--- config.mk ---
export PLATFORM = sky130hd
export DESIGN_NAME = slope_adc_mc_flat
export DESIGN_NICKNAME = d
export VERILOG_FILES = /design/src/rtl/slope_adc_mc_pkg.sv /design/src/rtl/slope_adc_mc_if.sv /design/src/rtl/slope_adc_mc_chan.sv /design/src/rtl/slope_adc_mc.sv /design/src/flat_wrapper.sv
export SDC_FILE = /design/constraint.sdc
export NUM_CORES = 1
export LEC_CHECK = 0
export ABC_AREA = 1
export BUFFER_PORTS_ARGS = -buffer_cell sky130_fd_sc_hd__buf_2
export CORE_MARGIN = 10
export CORE_UTILIZATION = 61
export CTS_CLUSTER_SIZE = 20
export DETAILED_ROUTE_END_ITERATION = 10
export PLACE_DENSITY = 0.76
export SLEW_MARGIN = 20
export SYNTH_ARGS = -nofsm -noshare
export SYNTH_HDL_FRONTEND = slang
export SYNTH_SLANG_ARGS = --single-unit
--- constraint.sdc ---
create_clock -name osc -period 3.8 [get_ports osc]
set_clock_uncertainty 0.2 [all_clocks]
set_input_delay 0.38 -clock osc [delete_from_list [all_inputs] [get_ports osc]]
set_output_delay 0.38 -clock osc [all_outputs]
set_load 0.01 [all_outputs]
--- src/rtl/slope_adc_mc_pkg.sv ---
// Shared definitions for the multi-channel single-slope ADC front end.
// Holds the FSM state encoding and a helper that checks the parameter set
// for ranges the datapath can actually handle.
package slope_adc_mc_pkg;

    localparam logic [1:0] ST_IDLE      = 2'd0;
    localparam logic [1:0] ST_DISCHARGE = 2'd1;
    localparam logic [1:0] ST_MEASURE   = 2'd2;
    localparam logic [1:0] ST_PUBLISH   = 2'd3;

    // WIDTH is capped at 30 so that the 2^WIDTH-1 bound still fits a
    // signed int during elaboration.
    function automatic bit params_ok(input int channels, input int width,
                                     input int tick_div, input int discharge_ticks,
                                     input int avg_log2);
        return (channels >= 1) && (width >= 1) && (width <= 30) &&
               (tick_div >= 1) && (discharge_ticks >= 1) &&
               (discharge_ticks <= (1 << width) - 1) &&
               (avg_log2 >= 0) && (avg_log2 <= 4);
    endfunction

endpackage

--- src/rtl/slope_adc_mc_if.sv ---
// Bus between the ADC front end and its surroundings.
//   enable    : run conversions while high
//   sense     : raw comparator outputs, one per channel, low = tripped
//   capacitor : shared RC drive, high while measuring
//   out       : packed results, channel i at [i*WIDTH +: WIDTH]
//   overrange : per-channel "never tripped in this frame"
//   valid     : one-cycle strobe when out/overrange update
// master = the side driving enable/sense, slave = the converter.
interface slope_adc_mc_if #(
    parameter int CHANNELS = 1,
    parameter int WIDTH    = 16
);
    logic                         enable;
    logic [CHANNELS-1:0]          sense;
    logic                         capacitor;
    logic [CHANNELS*WIDTH-1:0]    out;
    logic [CHANNELS-1:0]          overrange;
    logic                         valid;

    modport master (output enable, output sense,
                    input  capacitor, input out, input overrange, input valid);
    modport slave  (input  enable, input sense,
                    output capacitor, output out, output overrange, output valid);
endinterface

--- src/rtl/slope_adc_mc_chan.sv ---
// One comparator channel of the single-slope ADC: 2-flop synchronizer,
// captured flag, capture register, frame accumulator and overrange bit.
//   osc, reset : clock and synchronous active-high reset
//   sense      : raw asynchronous comparator output (low = tripped)
//   start      : clear flag and capture (entering MEASURE)
//   sample     : a MEASURE tick, compare synced sense against count
//   finish     : the MEASURE tick that ends the conversion
//   last       : the ending conversion is the last of its frame
//   discard    : drop the partial frame (enable fell)
//   count      : shared tick counter
//   done       : channel is (or becomes this tick) captured
//   acc_sum    : accumulator plus this conversion's final capture
//   ovr_frame  : frame overrange including this conversion
module slope_adc_chan
    import slope_adc_mc_pkg::*;
#(
    parameter int WIDTH    = 16,
    parameter int AVG_LOG2 = 0
) (
    input  logic                      osc,
    input  logic                      reset,
    input  logic                      sense,
    input  logic                      start,
    input  logic                      sample,
    input  logic                      finish,
    input  logic                      last,
    input  logic                      discard,
    input  logic [WIDTH-1:0]          count,
    output logic                      done,
    output logic [WIDTH+AVG_LOG2-1:0] acc_sum,
    output logic                      ovr_frame
);

    localparam int AW = WIDTH + AVG_LOG2;

    logic             sync1, sync2;
    logic             flag;
    logic             hit, miss;
    logic [WIDTH-1:0] capture, cap_next;
    logic [AW-1:0]    acc;
    logic             ovr;

    // Synchronizer idles high so a reset never looks like a trip.
    always_ff @(posedge osc) begin
        if (reset) begin
            sync1 <= 1'b1;
            sync2 <= 1'b1;
        end else begin
            sync1 <= sense;
            sync2 <= sync1;
        end
    end

    // cap_next is the value this conversion settles on at this edge, so the
    // accumulator and the published result can use it without a stall.
    assign hit       = sample & ~flag & ~sync2;
    assign miss      = finish & ~flag & ~hit;
    assign done      = flag | hit;
    assign cap_next  = hit ? count : (miss ? {WIDTH{1'b1}} : capture);
    assign acc_sum   = acc + AW'(cap_next);
    assign ovr_frame = ovr | miss;

    always_ff @(posedge osc) begin
        if (reset) begin
            flag    <= 1'b0;
            capture <= '0;
            acc     <= '0;
            ovr     <= 1'b0;
        end else begin
            if (start) begin
                flag    <= 1'b0;
                capture <= '0;
            end else if (sample) begin
                flag    <= done;
                capture <= cap_next;
            end
            if (discard) begin
                acc <= '0;
                ovr <= 1'b0;
            end else if (finish) begin
                acc <= last ? '0 : acc_sum;
                ovr <= last ? 1'b0 : ovr_frame;
            end
        end
    end

endmodule

--- src/rtl/slope_adc_mc.sv ---
// Multi-channel single-slope ADC front end. Drives the shared RC capacitor,
// times each channel's comparator trip against a common tick counter,
// averages 2^AVG_LOG2 conversions and publishes a frame with a valid pulse.
//   osc   : system clock
//   reset : synchronous active-high reset
//   bus   : slave side of slope_adc_mc_if (enable, sense in; capacitor,
//           out, overrange, valid out)
module slope_adc_mc
    import slope_adc_mc_pkg::*;
#(
    parameter int CHANNELS        = 1,
    parameter int WIDTH           = 16,
    parameter int TICK_DIV        = 8,
    parameter int DISCHARGE_TICKS = 65535,
    parameter int AVG_LOG2        = 0
) (
    input logic           osc,
    input logic           reset,
    slope_adc_mc_if.slave bus
);

    localparam int               AW        = WIDTH + AVG_LOG2;
    localparam int               TW        = (TICK_DIV > 1) ? $clog2(TICK_DIV) : 1;
    localparam logic [TW-1:0]    TICK_LAST = TW'(TICK_DIV - 1);
    localparam logic [WIDTH-1:0] COUNT_MAX = {WIDTH{1'b1}};
    localparam logic [WIDTH-1:0] DIS_LAST  = WIDTH'(DISCHARGE_TICKS - 1);
    localparam logic [4:0]       IDX_LAST  = 5'((1 << AVG_LOG2) - 1);

    if (!params_ok(CHANNELS, WIDTH, TICK_DIV, DISCHARGE_TICKS, AVG_LOG2)) begin : g_param_check
        $error("slope_adc_mc: parameter out of range");
    end

    logic [1:0]                   state;
    logic [TW-1:0]                tick_cnt;
    logic                         tick;
    logic [WIDTH-1:0]             count;
    logic [4:0]                   idx;
    logic                         start, sample, finish, discard, last;
    logic [CHANNELS-1:0]          done;
    logic [CHANNELS-1:0]          ovr_frame;
    logic [AW-1:0]                acc_sum [CHANNELS];
    logic [CHANNELS*WIDTH-1:0]    out_r;
    logic [CHANNELS-1:0]          ovr_r;
    logic                         valid_r;

    assign tick    = (tick_cnt == TICK_LAST);
    assign start   = (state == ST_DISCHARGE) && bus.enable && tick && (count == DIS_LAST);
    assign sample  = (state == ST_MEASURE) && bus.enable && tick;
    // The count==max test makes the measure window end before count wraps.
    assign finish  = sample && ((&done) || (count == COUNT_MAX));
    assign discard = ((state == ST_DISCHARGE) || (state == ST_MEASURE)) && !bus.enable;
    assign last    = (idx == IDX_LAST);

    for (genvar i = 0; i < CHANNELS; i++) begin : g_chan
        slope_adc_chan #(
            .WIDTH    (WIDTH),
            .AVG_LOG2 (AVG_LOG2)
        ) u_chan (
            .osc       (osc),
            .reset     (reset),
            .sense     (bus.sense[i]),
            .start     (start),
            .sample    (sample),
            .finish    (finish),
            .last      (last),
            .discard   (discard),
            .count     (count),
            .done      (done[i]),
            .acc_sum   (acc_sum[i]),
            .ovr_frame (ovr_frame[i])
        );
    end

    // Prescaler idles at zero so every conversion starts with a full tick.
    always_ff @(posedge osc) begin
        if (reset || (state == ST_IDLE)) begin
            tick_cnt <= '0;
        end else if (tick) begin
            tick_cnt <= '0;
        end else begin
            tick_cnt <= tick_cnt + TW'(1);
        end
    end

    // count doubles as the discharge tick counter and the measure timer.
    // Results are registered on the final MEASURE tick so valid is high
    // during the PUBLISH cycle itself.
    always_ff @(posedge osc) begin
        if (reset) begin
            state   <= ST_IDLE;
            count   <= '0;
            idx     <= '0;
            out_r   <= '0;
            ovr_r   <= '0;
            valid_r <= 1'b0;
        end else begin
            valid_r <= 1'b0;
            case (state)
                ST_IDLE: begin
                    if (bus.enable) begin
                        state <= ST_DISCHARGE;
                        count <= '0;
                    end
                end
                ST_DISCHARGE: begin
                    if (!bus.enable) begin
                        state <= ST_IDLE;
                        idx   <= '0;
                    end else if (start) begin
                        state <= ST_MEASURE;
                        count <= '0;
                    end else if (tick) begin
                        count <= count + WIDTH'(1);
                    end
                end
                ST_MEASURE: begin
                    if (!bus.enable) begin
                        state <= ST_IDLE;
                        idx   <= '0;
                    end else if (finish) begin
                        state <= ST_PUBLISH;
                        if (last) begin
                            idx     <= '0;
                            valid_r <= 1'b1;
                            ovr_r   <= ovr_frame;
                            for (int i = 0; i < CHANNELS; i++) begin
                                out_r[i*WIDTH +: WIDTH] <= acc_sum[i][AVG_LOG2 +: WIDTH];
                            end
                        end else begin
                            idx <= idx + 5'd1;
                        end
                    end else if (tick) begin
                        count <= count + WIDTH'(1);
                    end
                end
                ST_PUBLISH: begin
                    state <= bus.enable ? ST_DISCHARGE : ST_IDLE;
                    count <= '0;
                end
                default: begin
                    state <= ST_IDLE;
                end
            endcase
        end
    end

    assign bus.capacitor = (state == ST_MEASURE);
    assign bus.out       = out_r;
    assign bus.overrange = ovr_r;
    assign bus.valid     = valid_r;

endmodule

--- src/flat_wrapper.sv ---
// flat-port wrapper written by rule: the top's interface ports become plain ports
module slope_adc_mc_flat import slope_adc_mc_pkg::*;
#(
    parameter int CHANNELS        = 1,
    parameter int WIDTH           = 16,
    parameter int TICK_DIV        = 8,
    parameter int DISCHARGE_TICKS = 65535,
    parameter int AVG_LOG2        = 0
)
  (osc, reset, bus_enable, bus_sense, bus_capacitor, bus_out, bus_overrange, bus_valid);
  slope_adc_mc_if #(.CHANNELS(CHANNELS), .WIDTH(WIDTH)) bus_i ();
  input logic osc;
  input logic reset;
  input wire logic [$bits(bus_i.enable)-1:0] bus_enable;
  input wire logic [$bits(bus_i.sense)-1:0] bus_sense;
  output wire logic [$bits(bus_i.capacitor)-1:0] bus_capacitor;
  output wire logic [$bits(bus_i.out)-1:0] bus_out;
  output wire logic [$bits(bus_i.overrange)-1:0] bus_overrange;
  output wire logic [$bits(bus_i.valid)-1:0] bus_valid;
  assign bus_i.enable = bus_enable;
  assign bus_i.sense = bus_sense;
  assign bus_capacitor = bus_i.capacitor;
  assign bus_out = bus_i.out;
  assign bus_overrange = bus_i.overrange;
  assign bus_valid = bus_i.valid;
  slope_adc_mc #(.CHANNELS(CHANNELS), .WIDTH(WIDTH), .TICK_DIV(TICK_DIV), .DISCHARGE_TICKS(DISCHARGE_TICKS), .AVG_LOG2(AVG_LOG2)) u_core (.osc(osc), .reset(reset), .bus(bus_i));
endmodule
# After elaboration in Yosys (flattened, before gate mapping)
# Cells that the tools add are included.
dict set report word_totals {
  reg_bits 80
  input_bits 4
  word_cells 88
}
dict set report classes {
  addsub 4
  eq_ne 13
  muxes 24
  bitwise_logic 12
  n_reduce_logical 22
}
# operator n
set op_table {}
lappend op_table {{16-bit 2-to-1 mux} 9}
lappend op_table {{16-bit case mux with 4 select lines} 1}
lappend op_table {{16-bit == test, second input constant} 2}
lappend op_table {{5-bit 2-to-1 mux} 4}
lappend op_table {{16-bit by 1-bit adder with 16-bit output, second input constant} 1}
lappend op_table {{16-bit adder} 1}
lappend op_table {{2-bit 2-to-1 mux} 5}
lappend op_table {{2-bit inequality test, second input constant} 5}
lappend op_table {{5-bit case mux with 2 select lines} 1}
lappend op_table {{2-bit case mux with 4 select lines} 1}
lappend op_table {{4-bit AND reduction} 2}
lappend op_table {{1-bit logical AND} 7}
lappend op_table {{1-bit inverter} 6}
lappend op_table {{3-bit AND reduction} 2}
lappend op_table {{2-bit OR reduction} 3}
lappend op_table {{5-bit by 1-bit adder with 5-bit output, second input constant} 1}
lappend op_table {{5-bit zero test} 1}
lappend op_table {{1-bit AND} 4}
lappend op_table {{2-bit == test, second input constant} 2}
lappend op_table {{4-bit OR reduction} 1}
lappend op_table {{3-bit by 1-bit adder with 3-bit output, second input constant} 1}
lappend op_table {{3-bit == test, second input constant} 1}
lappend op_table {{1-bit logical OR} 3}
lappend op_table {{1-bit 2-to-1 mux} 3}
lappend op_table {{7 further kinds} 8}

# Depth between registers and ports, before layout
dict set report logic_depth {
  word_depth 14
  mapped_depth 20
}

# Modules after synthesis
# Synthesis repeated with hierarchy kept, for this count alone.
dict set report hier_totals {
  cells_unflattened 740
  hier_area_um2 5041.1
}
# module n_inst cells_per_inst area_each_um2 seq_area_each_um2
set by_module_without_submodules {}
lappend by_module_without_submodules {slope_adc_mc 1 368 2560.0 880.8}
lappend by_module_without_submodules {slope_adc_chan 1 372 2481.1 720.7}

# Least setup slack after synthesis
# Ideal clock, no wire load.
dict set report synth_path {
  kind {flip-flop to flip-flop}
  startpoint {register u_core.tick_cnt[0]}
  endpoint {register u_core.g_chan[0].u_chan.acc[10]}
  t_arrival_ns 2.812
  required_ns 3.468
  setup_slack_ns 0.656
  stages_incl_launch_ff 20
  path_buffers 1
  cell_sequence {dfxtp_1 -> ha_1 -> ha_1 -> nand3_1 -> nor3_1 -> inv_1 -> clkbuf_1 -> nor2_1 -> a31oi_1 -> ha_1 -> fa_1 -> nand3_1 -> nand2_1 -> nand3_1 -> nand2_1 -> a21oi_1 -> or2_2 -> nand2_1 -> nand2_1 -> a21oi_1}
}
dict set report synth_between {
  elab_chain_cells 13
}
# element line_no
set synth_lines {}
lappend synth_lines {{start, declared} slope_adc_mc.sv:34} ;# logic [TW-1:0] tick_cnt;
lappend synth_lines {{start signal, assigned} slope_adc_mc.sv:81} ;# tick_cnt <= tick_cnt + TW'(1);
lappend synth_lines {{3-bit == test *} slope_adc_mc.sv:46} ;# assign tick = (tick_cnt == TICK_LAST);
lappend synth_lines {{1-bit logical AND *} slope_adc_mc.sv:48} ;# assign sample = (state == ST_MEASURE) && bus.enable && tick;
lappend synth_lines {{1-bit AND (2 in a row)} slope_adc_mc_chan.sv:56} ;# assign hit = sample & ~flag & ~sync2;
lappend synth_lines {{1-bit OR} slope_adc_mc_chan.sv:58} ;# assign done = flag | hit;
lappend synth_lines {{1-bit logical OR} slope_adc_mc.sv:50} ;# assign finish = sample && ((&done) || (count == COUNT_MAX));
lappend synth_lines {{1-bit logical AND} slope_adc_mc.sv:50}
lappend synth_lines {{1-bit AND (2 in a row)} slope_adc_mc_chan.sv:57} ;# assign miss = finish & ~flag & ~hit;
lappend synth_lines {{16-bit 2-to-1 mux} slope_adc_mc_chan.sv:59} ;# assign cap_next = hit ? count : (miss ? {WIDTH{1'b1}} : capture);
lappend synth_lines {{16-bit 2-to-1 mux *} slope_adc_mc_chan.sv:59}
lappend synth_lines {{net u_core.g_chan[0].u_chan.cap_next[0]} slope_adc_mc_chan.sv:39} ;# logic [WIDTH-1:0] capture, cap_next;
lappend synth_lines {{16-bit adder *} slope_adc_mc_chan.sv:60} ;# assign acc_sum = acc + AW'(cap_next);
lappend synth_lines {{16-bit 2-to-1 mux *} slope_adc_mc_chan.sv:81} ;# acc <= last ? '0 : acc_sum;
lappend synth_lines {{end signal, assigned} slope_adc_mc_chan.sv:81}
lappend synth_lines {{end, declared} slope_adc_mc_chan.sv:40} ;# logic [AW-1:0] acc;
# Mark *: on every way through the listed nets, which the timed path passes. The rest lies on a longest branch.
# A chain may end at the register's enable or synchronous reset.

# Worst setup path in the final report
dict set report layout_path {
  startpoint {register u_core.tick_cnt[0]}
  endpoint {register u_core.g_chan[0].u_chan.acc[6]}
}
# Same word-level chain as after synthesis.

==> metrics.csv <==
stage;metric;value;unit
timing;Min Hold Slack;0.01461;ns
critical_path;CP Capture Type;flop;
clocking;Clock Latency Late Sink;0.35;ns
route;Antenna Nets Post-Route;0;
power;peak supply drop;254.0;uV
synth;Synth area leader;dfxtp_1;
critical_path;beginning of the critical path;u_core.tick_cnt[0]$_SDFF_PP0_;
timing;relative slew slack;71.42;%
timing;endpoints failing hold;0;
synth;Synth Area in Compound Gates;15.31;%
route;DRC;0;
route;Via Count;4064;
timing;setup TNS;0;ns
critical_path;RR Startpoint;u_core.tick_cnt[0]$_SDFF_PP0_;
layout;layout cells sized above 1;12.71;%
synth;Synth Area in Simple Gates;28.81;%
layout;Final nets;671;
critical_path;R2R cell count;17;
critical_path;crit start category;flop;
synth;Syn Nets;644;
synth;Post-Synth Adder-Cell Area;7.812;%
synth;distinct cell type count after synthesis;48;
synth;Seq/Total Area, Yosys;36.23;%
synth;largest family of logic cells by synthesized area;simple AND/OR/NAND/NOR gates;
critical_path;Worst EP arrival;3.60;ns
synth;mapped cell area;4420;um^2
worst_hold_path;Worst Hold Launch;bus_sense;
critical_path;WS Path Type;flop to flop;
clocking;CTS tree;built;
timing;endpoints failing setup;0;
global_route;vias in the first global route;3672;
power;Static Leak;0.002140;uW
timing;worst-margin pin slew;0.4288;ns
critical_path;crit path max fanout;30;
floorplan;chip height;105.1;um
synth;Ys Warns;0;
timing;Tmin final;3.524;ns
synth;Synth top area share;36.23;%
floorplan;IO Pins;23;
worst_hold_path;hold depth;2;
route;WL final;10.60;mm
route;Vias per Instance;5.484;
timing;Tcrit/Tclk final;92.75;%
synth;ys async rst share;0;%
worst_hold_path;Hold Crit Class;input port to flop;
synth;syn avg cell area;7.211;um^2
clocking;CTS H-tree depth;3;
route;Pre-antenna DRT Iters;5;
critical_path;critical path's largest stage delay;0.40;ns
clocking;CTS Sinks;80;
layout;most frequent cells in the layout;108 x nand2_1, 95 x nor2_1, 80 x dfxtp_1;
layout;n_diodes;0;
outcome;status;completed;
global_route;largest net degree at the start of global routing;31;
clocking;postcts setup bufs;0;
power;PwrDens;370.4;nW/um^2
critical_path;CP max stage cell;fa_1;
floorplan;core area;6907;um^2
global_route;first-pass GRT wire length;17.51;mm
synth;post-synthesis mux area share;0;%
global_route;initial antenna violation count;0;
clocking;Hold-fix buffers, CTS;0;
route;Iteration-0 DRC Markers;280;
floorplan;Initial Util;64.00;%
synth;Post-synth EDFFs;0;
critical_path;Req. time, crit path;3.88;ns
timing;Final Max Slew Viols;0;
layout;Synth-to-Final Area Change;9.171;%
floorplan;Die X;105.1;um
timing;Max Clock Freq;0.2837;GHz
job;max_cap viols;0;
synth;largest cells by area after synthesis;dfxtp_1 36%, nand2_1 9.2%, nor2_1 8.1%;
placement;HPWL Detailed;8.070;mm
global_route;GR Overflow Total;0;
placement;port buffer count;22;
critical_path;Critical Path Most Common Cell;nand3_1;
synth;Syn Inst Count;613;
clocking;PostCTS Resize Cnt;0;
clocking;CTS max path bufs;2;
synth;Synth Register Bits;80;
layout;most common cell after layout, fill and taps aside;nand2_1;
clocking;clock-pin slew on the worst setup and hold paths;0.08;ns
floorplan;placement row count;30;
clocking;cts bufs inserted;9;
global_route;Total Routing Usage GR;18.85;%
synth;xor/xnor share of the synthesized area;2.576;%
synth;Main synth FF type;dfxtp_1;
clocking;root buffer cell;clkbuf_8;
route;WL/cell;14.30;um
floorplan;DIE AREA;11050;um^2
placement;RePlAce Congestion;0.8874;
critical_path;CP Cell Sequence;ha_1 > ha_2 > nand3_1 > nor3_4 > inv_1 > buf_12 > nor2_1 > a31oi_2 > ha_1 > fa_1 > nand3_1 > nand2_1 > nand3_1 > nand2_1 > xor2_1 > a22oi_1 > nor2_1;
-- cells by family (layout without fill, tap and decap cells) --
kind of cell / Yosys count / count (layout)
adders and majority gates: 27 / 27
buffers and inverters: 97 / 129
DFF: 80 / 80
and+or+nand+nor: 282 / 282
xor gates and xnor gates: 13 / 13
AOI/OAI and AO/OA: 114 / 114
-- worst paths after layout --
| kind | to | slack [ns] |
|---|---|---|
| worst max-delay path | u_core.g_chan[0].u_chan.acc[6]$_SDFFE_PP0N_ | 0.28 |
| worst min-delay path | u_core.g_chan[0].u_chan.sync1$_SDFF_PP1_ | 0.01 |
| worst max register to register | u_core.g_chan[0].u_chan.acc[6]$_SDFFE_PP0N_ | 0.28 |
| worst min register to register | u_core.tick_cnt[0]$_SDFF_PP0_ | 0.22 |
-- sequential cells by signal, indices dropped and copies added, names as in the netlist, 2 cells and up --
| signal | cells |
|---|---|
| u_core.bus.out | 16 |
| u_core.count | 16 |
| u_core.g_chan.u_chan.acc | 16 |
| u_core.g_chan.u_chan.capture | 16 |
| u_core.idx | 5 |
| u_core.tick_cnt | 3 |
| u_core.state | 2 |
-- cell type report --
class	count	area, um^2
clock buffers	13	138.9
clock inverters	3	18.77
fillers	616	2081
inverters	81	304.0
multi-input cells	436	2445
flip-flops and latches	80	1602
well taps	96	120.1
repair buffers	32	197.7
-- through the flow --
step           setup WS, ns  util (%)  power (uW)  cell area [um^2]  cells
2_1_floorplan        0.6555         -        1167              4420    613
3_3_place_gp         0.1707     67.08        1250              4633    725
3_5_place_dp         0.1460     67.08        1260              4633    725
4_1_cts              0.1349     69.37        1786              4791    741
5_1_grt            -0.02564     69.87        1878              4826    741
6_report             0.2755     69.87        1788              4826    741
-- synth_stat cells, drive strengths merged (6+ instances only) --
library cell	n
o21ai	32
nor3	11
inv	80
nand2	115
xor2	12
ha	26
a21oi	47
nand3	37
clkbuf	6
buf	10
dfxtp	80
nor2	102
a31oi	18
-- power by group --
part / internal (uW) / switching [uW]
logic: 114 / 257
clock network: 238 / 302
registers: 861 / 16.7
total: 1210 / 575
-- metal layers --
layer	wire length [um]	global-route usage [%]	vias up	part of all wire (%)
li1	-	-	2045	-
met1	5161	26.41	1872	49
met4	150	5.784	0	1.4
met2	4647	28.16	132	44
met3	639	3.993	15	6.0
met5	0	0	-	0
-- critical path: cells and delay by family (launching register included) --
kind                       cells  cell delay, ns
AOI/OAI and AO/OA              2            0.18
xor gates and xnor gates       1            0.33
adders and majority gates      4            1.01
buffers and inverters          2            0.27
DFF                            1            0.33
and+or+nand+nor                8            1.12
(Power assumes the default switching activity.)
